[src/rtl/axi_llc_data_way_pipe_pkg.sv]
// axi_llc_data_way_pipe_pkg: cache unit tags and data macro latency limits
package axi_llc_data_way_pipe_pkg;
  typedef enum logic [1:0] {EvictUnit = 2'd0, RefilUnit = 2'd1, RWUnit = 2'd2} cache_unit_e;
  localparam int DataMacroLatency = 1;
  localparam int DataMacroLatencyMax = 8;
endpackage

[src/rtl/axi_llc_data_way_pipe_fifo.sv]
// axi_llc_data_way_pipe_fifo: fall-through response FIFO with occupancy count
module axi_llc_data_way_pipe_fifo
  import axi_llc_data_way_pipe_pkg::*;
#(
  parameter int Width = 8,
  parameter int Depth = 2,
  localparam int CntW = $clog2(Depth + 1)
) (
  input  logic             clk_i,
  input  logic             rst_ni,
  input  logic             test_i,
  input  logic             push_i,
  input  logic [Width-1:0] data_i,
  input  logic             pop_i,
  output logic             valid_o,
  output logic [Width-1:0] data_o,
  output logic [CntW-1:0]  count_o
);
  localparam int PtrW = Depth > 1 ? $clog2(Depth) : 1;
  logic [Width-1:0] mem_q [Depth];
  logic [PtrW-1:0] rptr_q, wptr_q;
  logic [CntW-1:0] cnt_q;
  logic empty, store, take, test_unused;
  assign test_unused = test_i;
  assign empty = cnt_q == '0;
  assign valid_o = !empty || push_i;
  assign data_o = !empty ? mem_q[rptr_q] : (push_i ? data_i : '0);
  // an empty FIFO hands a same-cycle push straight to the consumer
  assign store = push_i && !(empty && pop_i);
  assign take = pop_i && !empty;
  assign count_o = cnt_q;
  always_ff @(posedge clk_i or negedge rst_ni)
    if (!rst_ni) begin
      rptr_q <= '0;
      wptr_q <= '0;
      cnt_q <= '0;
    end else begin
      if (store) wptr_q <= (wptr_q == PtrW'(Depth - 1)) ? '0 : wptr_q + PtrW'(1);
      if (take) rptr_q <= (rptr_q == PtrW'(Depth - 1)) ? '0 : rptr_q + PtrW'(1);
      if (store != take) cnt_q <= store ? cnt_q + CntW'(1) : cnt_q - CntW'(1);
    end
  always_ff @(posedge clk_i)
    if (store) mem_q[wptr_q] <= data_i;
  assert property (@(posedge clk_i) disable iff (!rst_ni) !(push_i && cnt_q == CntW'(Depth)));
endmodule

[src/rtl/axi_llc_data_way_pipe.sv]
// axi_llc_data_way_pipe: data SRAM way controller with pipelined reads and credit-protected response FIFO
module axi_llc_data_way_pipe
  import axi_llc_data_way_pipe_pkg::*;
#(
  parameter int AddrWidth = 10,
  parameter int DataWidth = 64,
  parameter int UnitWidth = 2,
  parameter int Latency = DataMacroLatency,
  parameter int FifoDepth = 2
) (
  input  logic                   clk_i,
  input  logic                   rst_ni,
  input  logic                   test_i,
  input  logic                   inp_valid_i,
  output logic                   inp_ready_o,
  input  logic [UnitWidth-1:0]   inp_unit_i,
  input  logic [AddrWidth-1:0]   inp_addr_i,
  input  logic                   inp_we_i,
  input  logic [DataWidth-1:0]   inp_data_i,
  input  logic [DataWidth/8-1:0] inp_strb_i,
  output logic                   out_valid_o,
  input  logic                   out_ready_i,
  output logic [UnitWidth-1:0]   out_unit_o,
  output logic [DataWidth-1:0]   out_data_o,
  input  logic                   out_err_i,
  output logic                   out_err_o,
  output logic                   ram_req_o,
  output logic                   ram_we_o,
  output logic [AddrWidth-1:0]   ram_addr_o,
  output logic [DataWidth-1:0]   ram_wdata_o,
  output logic [DataWidth/8-1:0] ram_be_o,
  input  logic                   ram_gnt_i,
  input  logic [DataWidth-1:0]   ram_rdata_i,
  output logic                   busy_o
);
  localparam int IfW = $clog2(Latency + 1);
  localparam int CntW = $clog2(FifoDepth + 1);
  localparam int RspW = 1 + UnitWidth + DataWidth;
  logic [Latency-1:0] vld_q;
  logic [Latency-1:0][UnitWidth-1:0] unit_q;
  logic [IfW-1:0] inflight_q;
  logic [CntW-1:0] fifo_count;
  logic [RspW-1:0] rsp_data;
  logic pop, rd_acc, exit_rd, credit_ok;
  assign pop = out_valid_o && out_ready_i;
  // every read reserves a FIFO slot at accept time so the macro data always has a home
  assign credit_ok = 32'(fifo_count) + 32'(inflight_q) < 32'(FifoDepth);
  assign inp_ready_o = ram_gnt_i && (inp_we_i || credit_ok || pop);
  assign ram_req_o = inp_valid_i && inp_ready_o;
  assign ram_we_o = inp_we_i;
  assign ram_addr_o = inp_addr_i;
  assign ram_wdata_o = inp_data_i;
  assign ram_be_o = inp_strb_i;
  assign rd_acc = ram_req_o && !inp_we_i;
  assign exit_rd = vld_q[Latency-1];
  assign busy_o = inflight_q != '0 || fifo_count != '0;
  always_ff @(posedge clk_i or negedge rst_ni)
    if (!rst_ni) begin
      vld_q <= '0;
      unit_q <= '0;
      inflight_q <= '0;
    end else begin
      vld_q[0] <= rd_acc;
      unit_q[0] <= inp_unit_i;
      for (int i = 1; i < Latency; i++) begin
        vld_q[i] <= vld_q[i-1];
        unit_q[i] <= unit_q[i-1];
      end
      if (rd_acc != exit_rd) inflight_q <= rd_acc ? inflight_q + IfW'(1) : inflight_q - IfW'(1);
    end
  axi_llc_data_way_pipe_fifo #(.Width(RspW), .Depth(FifoDepth)) u_fifo (
    .clk_i   (clk_i),
    .rst_ni  (rst_ni),
    .test_i  (test_i),
    .push_i  (exit_rd),
    .data_i  ({out_err_i, unit_q[Latency-1], ram_rdata_i}),
    .pop_i   (pop),
    .valid_o (out_valid_o),
    .data_o  (rsp_data),
    .count_o (fifo_count)
  );
  assign {out_err_o, out_unit_o, out_data_o} = rsp_data;
  assert property (@(posedge clk_i)
    Latency >= 1 && Latency <= DataMacroLatencyMax && FifoDepth >= 1 && DataWidth % 8 == 0);
  assert property (@(posedge clk_i) disable iff (!rst_ni)
    out_valid_o && !out_ready_i |=> out_valid_o && $stable({out_unit_o, out_data_o, out_err_o}));
endmodule

[config.mk]
export PLATFORM = sky130hd
export DESIGN_NAME = axi_llc_data_way_pipe
export DESIGN_NICKNAME = d
export VERILOG_FILES = /design/src/rtl/axi_llc_data_way_pipe_pkg.sv /design/src/rtl/axi_llc_data_way_pipe_fifo.sv /design/src/rtl/axi_llc_data_way_pipe.sv
export SDC_FILE = /design/constraint.sdc
export NUM_CORES = 1
export LEC_CHECK = 0
export BUFFER_PORTS_ARGS = -buffer_cell sky130_fd_sc_hd__buf_2
export CAP_MARGIN = 40
export CORE_MARGIN = 5
export CORE_UTILIZATION = 40
export CTS_CLUSTER_DIAMETER = 150
export DETAILED_ROUTE_END_ITERATION = 6
export GPL_ROUTABILITY_DRIVEN = 0
export PLACE_DENSITY = 0.7
export SETUP_SLACK_MARGIN = 0.05
export SKIP_CTS_REPAIR_TIMING = 1
export SYNTH_ARGS = -nofsm -noshare
export SYNTH_HDL_FRONTEND = slang
export SYNTH_SLANG_ARGS = --single-unit
export TNS_END_PERCENT = 50
[constraint.sdc]
create_clock -name clk_i -period 5.7 [get_ports clk_i]
set_clock_uncertainty 0.2 [all_clocks]
set_input_delay 0.57 -clock clk_i [delete_from_list [all_inputs] [get_ports clk_i]]
set_output_delay 0.57 -clock clk_i [all_outputs]
set_load 0.01 [all_outputs]
# Word level (Yosys, flattened, before mapping)

Memories as Yosys holds them, arrays and structs flattened.
Index checks and enable logic that the tools add are counted.

Add/sub/neg operators: 7
$lt $le $gt $ge: 1
Equal/unequal tests: 2
Muxes and demuxes: 8
Reduce and logical (&&, ||, !) cells: 16

Operators by type and width:

| kind                                                       | count |
|---|---|
| two-way mux 67 bit                                         | 2 |
| logical AND 1 bit                                          | 7 |
| two-way mux 1 bit                                          | 5 |
| logical OR 1 bit                                           | 4 |
| adder 1 bit, second input constant                         | 3 |
| adder 2 x 1 -> 3 bit                                       | 1 |
| zero test 1 bit                                            | 3 |
| less-than comparator 3 x 2 -> 1 bit, second input constant | 1 |
| adder 2 x 1 -> 2 bit, second input constant                | 1 |
| zero test 2 bit                                            | 1 |
| two-way mux 2 bit                                          | 1 |
| inequality test 1 bit                                      | 2 |
| nonzero test 2 bit                                         | 1 |
| subtractor 2 x 1 -> 2 bit, second input constant           | 1 |
| subtractor 1 bit, second input constant                    | 1 |

Flip-flop bits (word level): 8
Bits in writable memories: 134
Input bits: 156
Output and inout bits: 154
Memories: 1

Memory list:

| name         | depth | width | rd ports | clocked after memory_dff | wr ports | line                             | text |
|---|---|---|---|---|---|---|---|
| u_fifo.mem_q | 2     | 67    | 1        | 0                        | 1        | axi_llc_data_way_pipe_fifo.sv:20 | `logic [Width-1:0] mem_q [Depth];` |

# Depth between registers and ports, before layout

Word-level depth: 9
Gate-level depth with buffers: 6
Depth with buffers taken out: 3

# By module

Synthesis repeated with hierarchy kept, for this count alone.

Cell total of the unflattened synthesis: 485
Area total of the unflattened synthesis: 6603.8 um2

Modules (own cells, without submodules):

| module                     | times used | cells each | area an instance (um2) |
|---|---|---|---|
| axi_llc_data_way_pipe_fifo | 1          | 389        | 5811.8 |
| axi_llc_data_way_pipe      | 1          | 96         | 792.0 |

# Worst setup path before layout

No wires, ideal clock.

Kind: in2reg
From: in out_ready_i
To: mem u_fifo.mem_q[0][0] in the netlist's numbering, enable pin
Library setup time: 0.500 ns
Arrival: 3.771 ns
Data required time: 5.000 ns
Slack: 1.229 ns
Cell stages on the path: 2
Path buffers: 0
Cell sequence: a21boi_1 > nor2b_1

Cells in the longest elaborated chain, start to end: 6

Ends and longest elaborated chain:

| item                                    | line                             | text |
|---|---|---|
| start: declaration                      | axi_llc_data_way_pipe.sv:22      | `input logic out_ready_i,` |
| logical AND 1 bit                       | axi_llc_data_way_pipe.sv:45      | `assign pop = out_valid_o && out_ready_i;` |
| logical AND 1 bit                       | axi_llc_data_way_pipe_fifo.sv:29 | `assign store = push_i && !(empty && pop_i);` |
| zero test 1 bit                         | axi_llc_data_way_pipe_fifo.sv:29 |  |
| logical AND 1 bit                       | axi_llc_data_way_pipe_fifo.sv:29 |  |
| two-way mux 1 bit                       | axi_llc_data_way_pipe_fifo.sv:43 | `if (store) mem_q[wptr_q] <= data_i;` |
| two-way mux 1 bit (implied by the code) | axi_llc_data_way_pipe_fifo.sv:43 |  |
| end: declaration                        | axi_llc_data_way_pipe_fifo.sv:20 |  |

Every way passes these cells.

# Final worst setup path

From: reg u_fifo.rptr_q
To: out out_data_o[12]

Cells in the longest elaborated chain, start to end: 2

Ends and longest elaborated chain:

| item                     | line                             | text |
|---|---|---|
| start: declaration       | axi_llc_data_way_pipe_fifo.sv:21 | `logic [PtrW-1:0] rptr_q, wptr_q;` |
| start signal: assignment | axi_llc_data_way_pipe_fifo.sv:39 | `if (take) rptr_q <= (rptr_q == PtrW'(Depth - 1)) ? '0 : rptr_q + PtrW'(1);` |
| memory read (2 x 67 bit) | n/a                              |  |
| two-way mux 67 bit       | axi_llc_data_way_pipe_fifo.sv:27 | `assign data_o = !empty ? mem_q[rptr_q] : (push_i ? data_i : '0);` |
| end: declaration         | axi_llc_data_way_pipe.sv:24      | `output logic [DataWidth-1:0] out_data_o,` |

Every way passes these cells.

==> impl_results.rst <==
.. list-table::
   :header-rows: 1

   * - Metric
     - Value
   * - Maximum resistive drop on vdd
     - around 0.21 mV
   * - Max transition margin
     - 44.7%
   * - Number of global-route vias before repair
     - 4094
   * - Fraction of met3 tracks used by global routing
     - 5.41%
   * - Sequential cell area fraction in the yosys report
     - between 60% and 70%
   * - Slowest stage delay, CP
     - roughly 0.9 ns
   * - Die width
     - 138 um
   * - Cell taking the most area after synthesis
     - sky130_fd_sc_hd__edfxtp_1
   * - Number of vias per cell after detailed routing
     - just over 5
   * - Aggregate negative setup slack
     - 0 ns
   * - Number of enable flip-flop cells after synthesis
     - 134
   * - Post-route cell area
     - ~7400 um2
   * - Leftover overflow at the end of global routing
     - 0
   * - Initial antenna violation count
     - 1
   * - Post-route fraction of the period consumed by the critical path
     - 57.9%
   * - WP data required
     - 4.93 ns
   * - Power density normalized to cell area
     - 388 nW/um2
   * - Largest net degree at the start of global routing
     - 74
   * - Initial DRT Pass Iterations
     - 4
   * - Port bufs
     - between 100 and 150
   * - Routing usage on met1
     - 16.8%
   * - Number of vias in the routed layout
     - just under 4000
   * - Arrival time of the worst setup path
     - 2.53 ns
   * - Async set-reset flop share out of synthesis
     - around 5.6%
   * - Most instantiated library cell after synthesis
     - sky130_fd_sc_hd__edfxtp_1
   * - Synth unique cells
     - 28
   * - Global-route total usage across every layer
     - between 10% and 20%
   * - Area overhead of the layout relative to synthesis
     - 12.9%
   * - Cell count after synthesis
     - 484
   * - Worst Tran Pin Value
     - 0.830 ns
   * - Syn avg cell area
     - 13.6 um2
   * - Peak Freq
     - 303 MHz
   * - Layer carrying the most global-route usage
     - met2
   * - Routed WL per cell
     - approximately 18 um
   * - TritonCTS Buffers
     - 17
   * - Clock slew seen by the registers of the worst setup and hold paths
     - 0.06 ns
   * - Final net count
     - 697
   * - Synthesis-stage register bit count
     - 142
   * - Effective utilization at floorplan
     - 41.1%
   * - Critical path peak fanout
     - 38
   * - Cell area after placement
     - 6840 um2
   * - Hold violation count in the final report
     - 0
   * - RSZ-0062 raised after global routing
     - false
   * - Critical-path cell with the highest stage delay
     - sky130_fd_sc_hd__dfrtp_4
   * - # clock sinks
     - 142
   * - Max-slew violation count
     - 0
   * - Worst hold stages
     - 1
   * - Worst Reg2Reg Path Length in Cells
     - 4
   * - Critical Path, Cell by Cell
     - buf_4 -> mux2i_1 -> o21ai_0 -> buf_2
   * - Endpoints failing setup
     - 0
   * - FP Rows
     - between 40 and 50
   * - Maximum buffer depth of the clock tree
     - 2
   * - Global-route wire length before repair
     - between 20 and 25 mm
   * - Post-Route WL
     - approximately 14 mm
   * - Number of nets with antenna violations after detailed routing
     - 0
   * - Worst min-delay path category
     - in2reg
   * - Most frequently used flop master after synthesis
     - sky130_fd_sc_hd__edfxtp_1
   * - Startpoint-to-endpoint class of the critical path
     - reg2out
   * - Total power
     - between 0.002 and 0.003 W
   * - Detailed router's first-iteration violation count
     - 184
   * - Run status
     - finished clean
   * - Number of H-tree branching levels
     - 4
   * - Detailed Place HPWL
     - between 9 and 10 mm
   * - Launching element type of the critical path
     - register
   * - Kind of end point of the critical path
     - output port
   * - Portion of synthesized cell area occupied by the leading cell type
     - 61.2%
   * - Floorplan core area
     - 16000 um2
   * - Number of remaining DRC errors
     - 0
   * - Tmin final
     - 3.30 ns
   * - Warnings from Yosys
     - 0
   * - Worst-Skew Late Latency
     - 0.41 ns
   * - Cell at the root of the clock tree
     - sky130_fd_sc_hd__clkbuf_16
   * - I/O pin count
     - 310
   * - Reported leakage power
     - between 2 and 3 nW
   * - Synthesized area
     - 6580 um2
   * - Maximum capacitance violations
     - 0
   * - Met2 Usage GRT
     - 22.6%
   * - Most instantiated cells after synthesis
     - 134 x sky130_fd_sc_hd__edfxtp_1, 83 x sky130_fd_sc_hd__buf_4, 68 x sky130_fd_sc_hd__mux2i_1, 67 x sky130_fd_sc_hd__nand3_1, 55 x sky130_fd_sc_hd__o21ai_0
   * - Post-synth net total
     - 640
   * - Overall die area
     - 19100 um2
   * - Cell types occupying the most area after synthesis
     - sky130_fd_sc_hd__edfxtp_1 61%, sky130_fd_sc_hd__mux2i_1 10%, sky130_fd_sc_hd__buf_4 9.5%, sky130_fd_sc_hd__nand3_1 5.1%, sky130_fd_sc_hd__o21ai_0 4.2%
   * - Fraction of layout instances using a drive strength above 1
     - 33.2%
   * - CTS tree
     - built
   * - Die outline height
     - 138 um
==> cell usage in the layout, fill, tap and decap left out, types with 2 or more instances in the layout <==
cell	netlist	routed
sky130_fd_sc_hd__nand3_1	67	67
sky130_fd_sc_hd__nor2b_1	3	2
sky130_fd_sc_hd__clkinv_2	0	5
sky130_fd_sc_hd__xnor2_1	2	2
sky130_fd_sc_hd__nand2b_1	2	2
sky130_fd_sc_hd__edfxtp_1	134	134
sky130_fd_sc_hd__buf_2	14	144
sky130_fd_sc_hd__clkbuf_16	0	17
sky130_fd_sc_hd__bufinv_16	0	3
sky130_fd_sc_hd__or3_1	2	2
sky130_fd_sc_hd__clkinv_4	0	3
sky130_fd_sc_hd__a21oi_1	3	3
sky130_fd_sc_hd__o21ai_1	13	13
sky130_fd_sc_hd__xor2_1	2	2
sky130_fd_sc_hd__buf_4	83	5
sky130_fd_sc_hd__mux2i_1	68	68
sky130_fd_sc_hd__clkbuf_1	5	3
sky130_fd_sc_hd__dfrtp_1	8	6
sky130_fd_sc_hd__o21ai_0	55	55
==> layer usage <==
| layer | vias up | share of wire (%) |
|---|---|---|
| met5 | - | 0 |
| met4 | 0 | 5.7 |
| met3 | 54 | 6.9 |
| met2 | 164 | 47 |
| li1 | 1828 | - |
| met1 | 1832 | 40 |
==> worst max-delay path: cells and delay by family, from the launching register on <==
kind                   cells  cell delay [ns]
flip-flops                 1             0.90
multiplexers               1             0.29
AO/OA/AOI/OAI              1             0.13
buffers and inverters      2             0.77
==> registers in the layout, summed over array words and instances, names as in the netlist <==
| name | flops |
|---|---|
| inflight_q | 1 |
| u_fifo.mem_q | 134 |
| u_fifo.rptr_q | 1 |
| exit_rd | 1 |
| unit_q | 2 |
| u_fifo.wptr_q | 1 |
| u_fifo.count_o | 2 |
==> metrics by stage <==
step	util [%]	cells	setup WS [ns]	hold slack, ns
2_1_floorplan	-	484	1.23	0.0744
3_3_place_gp	42.4	735	2.64	0.219
3_5_place_dp	42.7	737	2.80	0.229
4_1_cts	46.4	769	2.35	-0.225
5_1_grt	46.4	770	2.29	0.0364
6_report	46.4	771	2.40	0.0588
==> path summary, 6_finish.rpt <==
kind	endpoint	slack, ns	from
max	out_data_o[12]	2.40	u_fifo.rptr_q
min	unit_q[1]	0.06	inp_unit_i[1]
max reg2reg	u_fifo.mem_q[0][28]	3.26	u_fifo.count_o[0]
min reg2reg	u_fifo.mem_q[1][64]	0.28	unit_q[0]
max in group asynchronous	u_fifo.rptr_q	4.75	rst_ni
min in group asynchronous	unit_q[1]	0.34	rst_ni
==> logic make-up (layout without fill, tap and decap cells) <==
family          after synthesis  after routing  share of synthesized area (%)
simple gates                 81             81                           6.45
buf+inv                     115            185                           12.7
mux                          68             68                           10.3
other cells                   0              1                              0
compound gates               74             74                           5.76
xor+xnor                      4              4                          0.533
flops                       142            142                           64.2
==> report_power, final <==
part | internal (W) | switching, W
Sequential | 0.00120 | 0.0000932
Clock | 0.000684 | 0.000401
Combinational | 0.000244 | 0.000264
Total | 0.00213 | 0.000758
==> layout make-up <==
cell class,count,area [um2]
diodes,1,2.50
clock buffers,20,437
clock inverters,12,145
fillers,1475,8570
inverters,1,3.75
multi-input cells,227,1530
flip-flops and latches,142,4230
well taps,216,270
repair buffers,152,816
No activity file was read; power rests on OpenSTA's default activity.
